===== config.mk =====
export PLATFORM = sky130hd
export DESIGN_NAME = mem_stage
export DESIGN_NICKNAME = d
export VERILOG_FILES = /design/src/rtl/mem_stage_pkg.sv /design/src/rtl/mem_align.sv /design/src/rtl/mem_stage.sv
export SDC_FILE = /design/constraint.sdc
export NUM_CORES = 1
export LEC_CHECK = 0
export ABC_AREA = 1
export BUFFER_PORTS_ARGS = -buffer_cell sky130_fd_sc_hd__buf_2
export CORE_ASPECT_RATIO = 0.5
export CORE_MARGIN = 8
export CORE_UTILIZATION = 33
export CTS_BUF_LIST = sky130_fd_sc_hd__clkbuf_16
export DETAILED_ROUTE_END_ITERATION = 10
export GPL_TIMING_DRIVEN = 0
export SLEW_MARGIN = 20
export SYNTH_ARGS = -nofsm -noshare
export SYNTH_HDL_FRONTEND = slang
export SYNTH_HIERARCHICAL = 1
export SYNTH_SLANG_ARGS = --single-unit

===== constraint.sdc =====
create_clock -name clk -period 1.6 [get_ports clk]
set_input_delay 0 -clock clk [delete_from_list [all_inputs] [get_ports clk]]
set_output_delay 0 -clock clk [all_outputs]
set_load 0.005 [all_outputs]

===== src/rtl/mem_stage_pkg.sv =====
// Shared widths, memory-access codes and FSM encoding for the memory pipeline stage.
package mem_stage_pkg;

    localparam int DEF_DATA_W     = 32;
    localparam int DEF_REG_ADDR_W = 5;
    localparam int DEF_MEMC_W     = 4;

    localparam logic [DEF_MEMC_W-1:0] MEM_NONE = 4'd0;
    localparam logic [DEF_MEMC_W-1:0] MEM_LB   = 4'd1;
    localparam logic [DEF_MEMC_W-1:0] MEM_LBU  = 4'd2;
    localparam logic [DEF_MEMC_W-1:0] MEM_LH   = 4'd3;
    localparam logic [DEF_MEMC_W-1:0] MEM_LHU  = 4'd4;
    localparam logic [DEF_MEMC_W-1:0] MEM_LW   = 4'd5;
    localparam logic [DEF_MEMC_W-1:0] MEM_SB   = 4'd6;
    localparam logic [DEF_MEMC_W-1:0] MEM_SH   = 4'd7;
    localparam logic [DEF_MEMC_W-1:0] MEM_SW   = 4'd8;

    typedef enum logic [1:0] {
        ST_IDLE = 2'd0,
        ST_REQ  = 2'd1,
        ST_WAIT = 2'd2
    } state_e;

    // Halfwords must sit on even addresses, words on multiples of four.
    function automatic logic misaligned(input logic [DEF_MEMC_W-1:0] memc,
                                        input logic [1:0]            lane);
        case (memc)
            MEM_LH, MEM_LHU, MEM_SH: return lane[0];
            MEM_LW, MEM_SW:          return |lane;
            default:                 return 1'b0;
        endcase
    endfunction

endpackage


===== src/rtl/mem_align.sv =====
// Byte-lane steering: load extraction with sign/zero extension, store replication and byte enables.
module mem_align
    import mem_stage_pkg::*;
(
    input  logic [DEF_MEMC_W-1:0] ld_memc_i,
    input  logic [1:0]            ld_lane_i,
    input  logic [DEF_DATA_W-1:0] ld_rdata_i,
    output logic [DEF_DATA_W-1:0] ld_data_o,
    input  logic [DEF_MEMC_W-1:0] st_memc_i,
    input  logic [1:0]            st_lane_i,
    input  logic [DEF_DATA_W-1:0] st_val_i,
    output logic [DEF_DATA_W-1:0] st_wdata_o,
    output logic [3:0]            st_be_o
);

    logic [7:0]  byte_sel;
    logic [15:0] half_sel;

    assign byte_sel = ld_rdata_i[{ld_lane_i, 3'b000} +: 8];
    assign half_sel = ld_rdata_i[{ld_lane_i[1], 4'b0000} +: 16];

    // NOTE: every output of a combinational block gets a default first so no path leaves it unassigned and infers a latch.
    always_comb begin
        ld_data_o = ld_rdata_i;
        case (ld_memc_i)
            MEM_LB:  ld_data_o = {{24{byte_sel[7]}}, byte_sel};
            MEM_LBU: ld_data_o = {24'd0, byte_sel};
            MEM_LH:  ld_data_o = {{16{half_sel[15]}}, half_sel};
            MEM_LHU: ld_data_o = {16'd0, half_sel};
            default: ld_data_o = ld_rdata_i;
        endcase
    end

    // Stores replicate the datum across lanes so the memory only needs the byte enables.
    always_comb begin
        st_wdata_o = st_val_i;
        st_be_o    = 4'b0000;
        case (st_memc_i)
            MEM_SB: begin
                st_wdata_o = {4{st_val_i[7:0]}};
                st_be_o    = 4'b0001 << st_lane_i;
            end
            MEM_SH: begin
                st_wdata_o = {2{st_val_i[15:0]}};
                st_be_o    = st_lane_i[1] ? 4'b1100 : 4'b0011;
            end
            MEM_SW:  st_be_o = 4'b1111;
            default: st_be_o = 4'b0000;
        endcase
    end

endmodule


===== src/rtl/mem_stage.sv =====
// Memory-access pipeline stage: pass-through to writeback, or a req/gnt/rvalid data-memory access.
// Optional misaligned-access trapping is enabled by defining MEM_ALIGN_CHECK_EN.
module mem_stage
    import mem_stage_pkg::*;
#(
    parameter int DATA_W     = DEF_DATA_W,
    parameter int REG_ADDR_W = DEF_REG_ADDR_W,
    parameter int MEMC_W     = DEF_MEMC_W
) (
    input  logic                  clk,
    input  logic                  rst_n,
    input  logic                  ex_valid,
    input  logic                  ex_write_reg,
    input  logic                  ex_mem_to_reg,
    input  logic                  ex_write_mem,
    input  logic [MEMC_W-1:0]     ex_memc,
    input  logic [DATA_W-1:0]     ex_alu_result,
    input  logic [REG_ADDR_W-1:0] ex_des_r,
    input  logic [DATA_W-1:0]     ex_store_val,
    output logic                  mem_stall,
    output logic                  dm_req,
    output logic                  dm_we,
    output logic [DATA_W-1:0]     dm_addr,
    output logic [3:0]            dm_be,
    output logic [DATA_W-1:0]     dm_wdata,
    input  logic                  dm_gnt,
    input  logic                  dm_rvalid,
    input  logic [DATA_W-1:0]     dm_rdata,
    output logic                  wb_valid,
    output logic                  wb_write_reg,
    output logic [REG_ADDR_W-1:0] wb_des_r,
    output logic [DATA_W-1:0]     wb_data,
    output logic                  mem_misalign
);

    state_e                state_q, state_d;
    logic [DATA_W-1:0]     addr_q, addr_d;
    logic [MEMC_W-1:0]     memc_q, memc_d;
    logic [REG_ADDR_W-1:0] des_r_q, des_r_d;
    logic                  is_store_q, is_store_d;
    logic [3:0]            be_q, be_d;
    logic [DATA_W-1:0]     wdata_q, wdata_d;
    logic                  wb_valid_q, wb_valid_d;
    logic                  wb_write_reg_q, wb_write_reg_d;
    logic [REG_ADDR_W-1:0] wb_des_r_q, wb_des_r_d;
    logic [DATA_W-1:0]     wb_data_q, wb_data_d;
    logic                  misalign_q, misalign_d;

    logic [DATA_W-1:0] ld_data;
    logic [DATA_W-1:0] st_wdata;
    logic [3:0]        st_be;
    logic              is_mem_op;
    logic              bad_align;

    mem_align u_align (
        .ld_memc_i  (memc_q),
        .ld_lane_i  (addr_q[1:0]),
        .ld_rdata_i (dm_rdata),
        .ld_data_o  (ld_data),
        .st_memc_i  (ex_memc),
        .st_lane_i  (ex_alu_result[1:0]),
        .st_val_i   (ex_store_val),
        .st_wdata_o (st_wdata),
        .st_be_o    (st_be)
    );

    assign is_mem_op = ex_write_mem | ex_mem_to_reg;

`ifdef MEM_ALIGN_CHECK_EN
    assign bad_align = misaligned(ex_memc, ex_alu_result[1:0]);
`else
    assign bad_align = 1'b0;
`endif

    always_comb begin
        state_d        = state_q;
        addr_d         = addr_q;
        memc_d         = memc_q;
        des_r_d        = des_r_q;
        is_store_d     = is_store_q;
        be_d           = be_q;
        wdata_d        = wdata_q;
        wb_valid_d     = 1'b0;
        wb_write_reg_d = wb_write_reg_q;
        wb_des_r_d     = wb_des_r_q;
        wb_data_d      = wb_data_q;
        misalign_d     = 1'b0;

        case (state_q)
            ST_IDLE: begin
                if (ex_valid) begin
                    if (!is_mem_op) begin
                        wb_valid_d     = 1'b1;
                        wb_write_reg_d = ex_write_reg;
                        wb_des_r_d     = ex_des_r;
                        wb_data_d      = ex_alu_result;
                    end else if (bad_align) begin
                        wb_valid_d     = 1'b1;
                        wb_write_reg_d = 1'b0;
                        wb_des_r_d     = ex_des_r;
                        misalign_d     = 1'b1;
                    end else begin
                        // A set store flag wins over the load flag.
                        addr_d     = ex_alu_result;
                        memc_d     = ex_memc;
                        des_r_d    = ex_des_r;
                        is_store_d = ex_write_mem;
                        be_d       = ex_write_mem ? st_be : 4'b1111;
                        wdata_d    = st_wdata;
                        state_d    = ST_REQ;
                    end
                end
            end
            ST_REQ: begin
                if (dm_gnt) begin
                    if (is_store_q) begin
                        wb_valid_d     = 1'b1;
                        wb_write_reg_d = 1'b0;
                        wb_des_r_d     = des_r_q;
                        state_d        = ST_IDLE;
                    end else begin
                        state_d = ST_WAIT;
                    end
                end
            end
            ST_WAIT: begin
                if (dm_rvalid) begin
                    wb_valid_d     = 1'b1;
                    wb_write_reg_d = 1'b1;
                    wb_des_r_d     = des_r_q;
                    wb_data_d      = ld_data;
                    state_d        = ST_IDLE;
                end
            end
            default: state_d = ST_IDLE;
        endcase
    end

    // NOTE: datapath registers are reset along with the FSM because they drive the dm_* and wb_* ports directly.
    always_ff @(posedge clk) begin
        if (!rst_n) begin
            state_q        <= ST_IDLE;
            addr_q         <= '0;
            memc_q         <= MEM_NONE;
            des_r_q        <= '0;
            is_store_q     <= 1'b0;
            be_q           <= 4'b0000;
            wdata_q        <= '0;
            wb_valid_q     <= 1'b0;
            wb_write_reg_q <= 1'b0;
            wb_des_r_q     <= '0;
            wb_data_q      <= '0;
            misalign_q     <= 1'b0;
        end else begin
            // NOTE: non-blocking assignments so every register samples the pre-edge value of the others.
            state_q        <= state_d;
            addr_q         <= addr_d;
            memc_q         <= memc_d;
            des_r_q        <= des_r_d;
            is_store_q     <= is_store_d;
            be_q           <= be_d;
            wdata_q        <= wdata_d;
            wb_valid_q     <= wb_valid_d;
            wb_write_reg_q <= wb_write_reg_d;
            wb_des_r_q     <= wb_des_r_d;
            wb_data_q      <= wb_data_d;
            misalign_q     <= misalign_d;
        end
    end

    assign mem_stall    = (state_q != ST_IDLE);
    assign dm_req       = (state_q == ST_REQ);
    assign dm_we        = dm_req & is_store_q;
    assign dm_addr      = {addr_q[DATA_W-1:2], 2'b00};
    assign dm_be        = be_q;
    assign dm_wdata     = wdata_q;
    assign wb_valid     = wb_valid_q;
    assign wb_write_reg = wb_write_reg_q;
    assign wb_des_r     = wb_des_r_q;
    assign wb_data      = wb_data_q;
    assign mem_misalign = misalign_q;

endmodule


# Yosys cells after proc, flatten, opt, wreduce, memory -nomap -nowiden
# Cells that the tools add are included.
# totals
wordCells	72
out_inout_bits	111
in_bits	113
register_bits	119
# classes
n_eq_ne	15
bitwise_logic	2
shift	3
mux	33
reduce_logical	8
# op_table
op	count
$pmux W32 S2	2
$pmux W32 S4	1
$mux W32	3
$shiftx A32 B6 Y16	1
$shiftx A32 B6 Y8	1
$mux W5	5
$pmux W5 S3	1
$eq A4 B3 Y1 const B	3
$pmux W4 S3	1
$mux W1	10
$mux W2	5
$eq A4 B2 Y1 const B	2
$mux W4	2
$ne A2 B2 Y1 const B	4
$reduce_and A4 Y1	2
$pmux W1 S3	2
$pmux W2 S3	1
$reduce_and A6 Y1	1
$eq A4 B1 Y1 const B	1
$eq A4 B4 Y1 const B	1
$ne A2 B1 Y1 const B	2
$reduce_bool A2 Y1	2
$shl A1 B2 Y4 const A	1
$reduce_and A3 Y1	1
6 further kinds	6

# Logic depth before layout (Yosys ltp)
# logic_depth
ltp_word	4
ltp_mapped	14
depth_no_buf	12

# By module
# Netlist, hierarchy kept.
# by_module_without_submodules
module	cells_per_inst	seq_area_each_um2	instances	area_each_um2
mem_stage	760	2382.3	1	5330.1
mem_align	352	0.0	1	1620.3

# Worst setup path after synthesis
# OpenSTA, ideal clock, no wires.
# synth_timing
path_type	flip-flop to flip-flop
start	register state_q[0]
end	register wb_data_q[15] (netlist: wb_data[15])
synth_period_minus_slack_ns	1.528
setup_time_ns	0.115
t_required_ns	1.485
n_path_buf	2
arrival_time_ns	1.413
path_slack_ns	0.072
stages_incl_launch_ff	10
path_cell_list	dfxtp_1 > inv_1 > ha_1 > buf_2 > inv_2 > o21ai_4 > buf_4 > nand3_1 > nand2_1 > nor2_1
# synth_via
elab_chain_len	3
elab_cells_between_ends	8
cone_classes	eq/ne: 4; mux: 1; reduce/logical: 3
# synth_rtl
element	line	rtl
start: declaration	mem_stage.sv:36	state_e state_q, state_d;
start signal: assignment	mem_stage.sv:156	state_q <= state_d;
$eq A2 B2 Y1 or $logic_not A2 Y1 (tied branches)	mem_stage.sv:89	case (state_q)
$ne A2 B2 Y1 (no source line) or $reduce_bool A2 Y1 (tied branches)	-	
$reduce_and A4 Y1 (no source line)	-	
end signal: assignment	mem_stage.sv:166	wb_data_q <= wb_data_d;
end: declaration	mem_stage.sv:46	logic [DATA_W-1:0] wb_data_q, wb_data_d;
# Several ways; a longest one is shown, not always the timed one.
# A chain may end at the register's enable or synchronous reset.

# Worst setup path in the final report
# layout_timing
start	register state_q[0]
end	register wb_data_q[27] (netlist: wb_data[27])
# The elaborated chain is that of the path after synthesis.

==> flow_metrics.env <==
export IMPL_status="finished, violations left"
export IMPL_violations="setup timing"
export IMPL_portBuffers=219
export IMPL_first_pass_iters=5
export IMPL_gp_congestion=0.903
export IMPL_rows=37
export IMPL_antenna_found_initial=3
export IMPL_endpoint_kind="flop"
export IMPL_hp_class="primary input to flop"
export IMPL_cts_sinks=119
export IMPL_die_h_um=119
export IMPL_setup_violations=5
export IMPL_final_nets=1569
export IMPL_cpLargestDelayFamily="buffers and inverters"
export IMPL_cts_tree="done"
export IMPL_final_hold_violation_count=0
export IMPL_numCtsBuffers=17
export IMPL_path_clk_slew_ns=0.06
export IMPL_crit_fanout=10
export IMPL_ys_seq_elements=119
export IMPL_die_area_sq_um=26200
export IMPL_die_x_um=221
export IMPL_setup_ws_ns=-0.0131
export IMPL_ir_drop_v=0.000789
export IMPL_final_cells=1739
export IMPL_clock_skew_ns=0.00844
export IMPL_post_route_period_util_pct=101
export IMPL_path_common_cell="buf_6"
export IMPL_syn_avg_cell_area_sq_um=6.25
export IMPL_area_delta_synth_final_pct=51.1
export IMPL_slew_headroom_pct=58.1
export IMPL_design_core_area_sq_um=20600
export IMPL_fmax_ghz=0.620
export IMPL_ys_types=28
export IMPL_htree_levels=4
export IMPL_cts_root_buf="clkbuf_16"
export IMPL_p_leak_nw=5.71
export IMPL_final_util_pct=51.0
export IMPL_synthesis_area_sq_um=6950
export IMPL_slowest_delay_ns=0.36
export IMPL_track_usage_pct=20.6
export IMPL_synthTopCellsByArea="dfxtp_1, nand2_1, nor2_1"
export IMPL_wire_per_inst_um=16.2
export IMPL_worst_ep_arrival_time_ns=1.91
export IMPL_worst_path_buf_inv=4
export IMPL_final_common_cell="buf_2"
export IMPL_ios=224
export IMPL_seq_area_frac_synth_pct=34.3
export IMPL_period_minus_slack_ns=1.61
export IMPL_drtAntennaViolNets=0
export IMPL_final_cell_mix="buf_2, nand2_1, nor2_1"
export IMPL_start_util_pct=33.7
export IMPL_synthCells=1112
export IMPL_grt_pass1_vias=8413
export IMPL_cp_required_ns=1.90
export IMPL_crit_type="flop to flop"
export IMPL_synth_top_area_share_pct=34.3
export IMPL_overflow=0
export IMPL_cp_cell_sequence="inv_4 -> ha_1 -> buf_6 -> nand2_2 -> nand2_4 -> clkinvlp_4 -> buf_6 -> a21oi_1 -> nor2_1"
export IMPL_dp_cells=1606
export IMPL_grt_setup_unrepaired="true"
export IMPL_insertion_delay_ns=0.41
export IMPL_powerDensity_nw_per_um2=1560
export IMPL_cap_violations=0
export IMPL_slowest_stage="dfxtp_4"
export IMPL_drv_slew=0
export IMPL_hpwlAfterDp_mm=21.0
export IMPL_remaining_drc_errors=0
export IMPL_wirelength_mm=28.1
export IMPL_cts_buffer_depth=2
export IMPL_p_total_mw=16.3
export IMPL_grt_pass1_wl_mm=44.0
export IMPL_synth_top_cell_by_area="dfxtp_1"
export IMPL_avgViaCountPerCell=4.77
export IMPL_via_count=8300
export IMPL_drive_above_1_share_pct=33.1
export IMPL_startpoint_type="flop"
export IMPL_dr_first_iter_drc_count=596
export IMPL_grt_max_degree=17
export IMPL_worst_slew_pin_slew_ns=0.628
export IMPL_yosys_warnings=6
==> cell type report <==
type	count	area, sq um
Buffer	109	892
Tap cell	273	342
Timing Repair inverter	1	7.51
Timing Repair Buffer	316	2060
Antenna cell	3	7.51
Multi-Input combinational cell	783	3850
Inverter	103	414
Clock buffer	17	425
Sequential cell	119	2400
Clock inverter	15	97.6
Fill cell	2042	10100
==> worst min-delay path: cells and delay by family <==
| family | cells | cell delay, ns |
|---|---|---|
| buffers and inverters | 2 | 0.26 |
| AND/OR/NAND/NOR | 2 | 0.12 |
==> final timing paths <==
path	from	slack (ns)	cells past startpoint	endpoint
max	state_q[0]	-0.01	9	wb_data[27]
min reg2reg	wb_data[10]	0.48	2	wb_data[10]
min	ex_store_val[0]	0.01	4	dm_wdata[0]
max reg2reg	state_q[0]	-0.01	9	wb_data[27]
==> per-stage QoR <==
stage / area, sq um / setup WS, ns / TNS (ns) / hold slack [ns]
floorplan: 6960 / 0.0724 / 0 / 0.135
global placement: 8400 / -0.358 / -22.78 / 0.250
detailed placement: 8400 / -0.408 / -27.10 / 0.246
CTS: 10100 / 0.000476 / 0 / 0.00374
global route: 10500 / -0.136 / -2.72 / 0.0242
finish: 10500 / -0.0131 / -0.0264 / 0.0102
==> cell usage after synthesis <==
library cell and count:
a21oi_1 72, and2_1 1, and2_4 1, buf_1 1, buf_2 32, buf_4 51
buf_6 10, clkbuf_1 14, clkbuf_2 1, conb_1 1, dfxtp_1 119, ha_1 6
inv_1 97, inv_2 5, inv_4 1, nand2_1 232, nand2_2 5, nand3_1 146
nand3_4 1, nor2_1 211, nor2_2 3, nor2_4 3, nor3_1 2, o21a_1 1
o21ai_0 90, o21ai_1 4, o21ai_2 1, o21ai_4 1
==> per-layer routing <==
layer / part of all wire [%] / vias to the layer above / track usage [%]
met5: 0 / - / 0
met4: 2.2 / 0 / 6.76
met3: 5.2 / 49 / 4.81
met2: 48 / 243 / 35.8
met1: 45 / 3836 / 25.1
li1: - / 4172 / -
==> logic make-up after synthesis <==
kind of cell | after synthesis | synth area share [%]
compound gates | 169 | 12.4
fa+ha+maj | 6 | 1.08
buf+inv | 212 | 15.9
flops | 119 | 34.3
other cells | 1 | 0.0540
simple gates | 605 | 36.3
==> repair_timing <==
action / 4_1_cts / 5_1_grt
gates cloned: 6 / 1
hold buffers: 73 / 0
setup buffers: 12 / 6
hold endpoints to repair: 101 / 0
endpoints found under the setup margin: 118 / 109
resized for setup: 88 / 109
pin swaps: 7 / 23
==> where the power goes <==
part,switching (mW),leakage [nW],internal (mW),total [mW]
combinational,4.84,4.45,3.69,8.53
sequential,0.519,0.983,3.85,4.37
clock,1.35,0.270,2.08,3.43
total,6.71,5.71,9.61,16.3
Power figures use the tool's default switching activity.
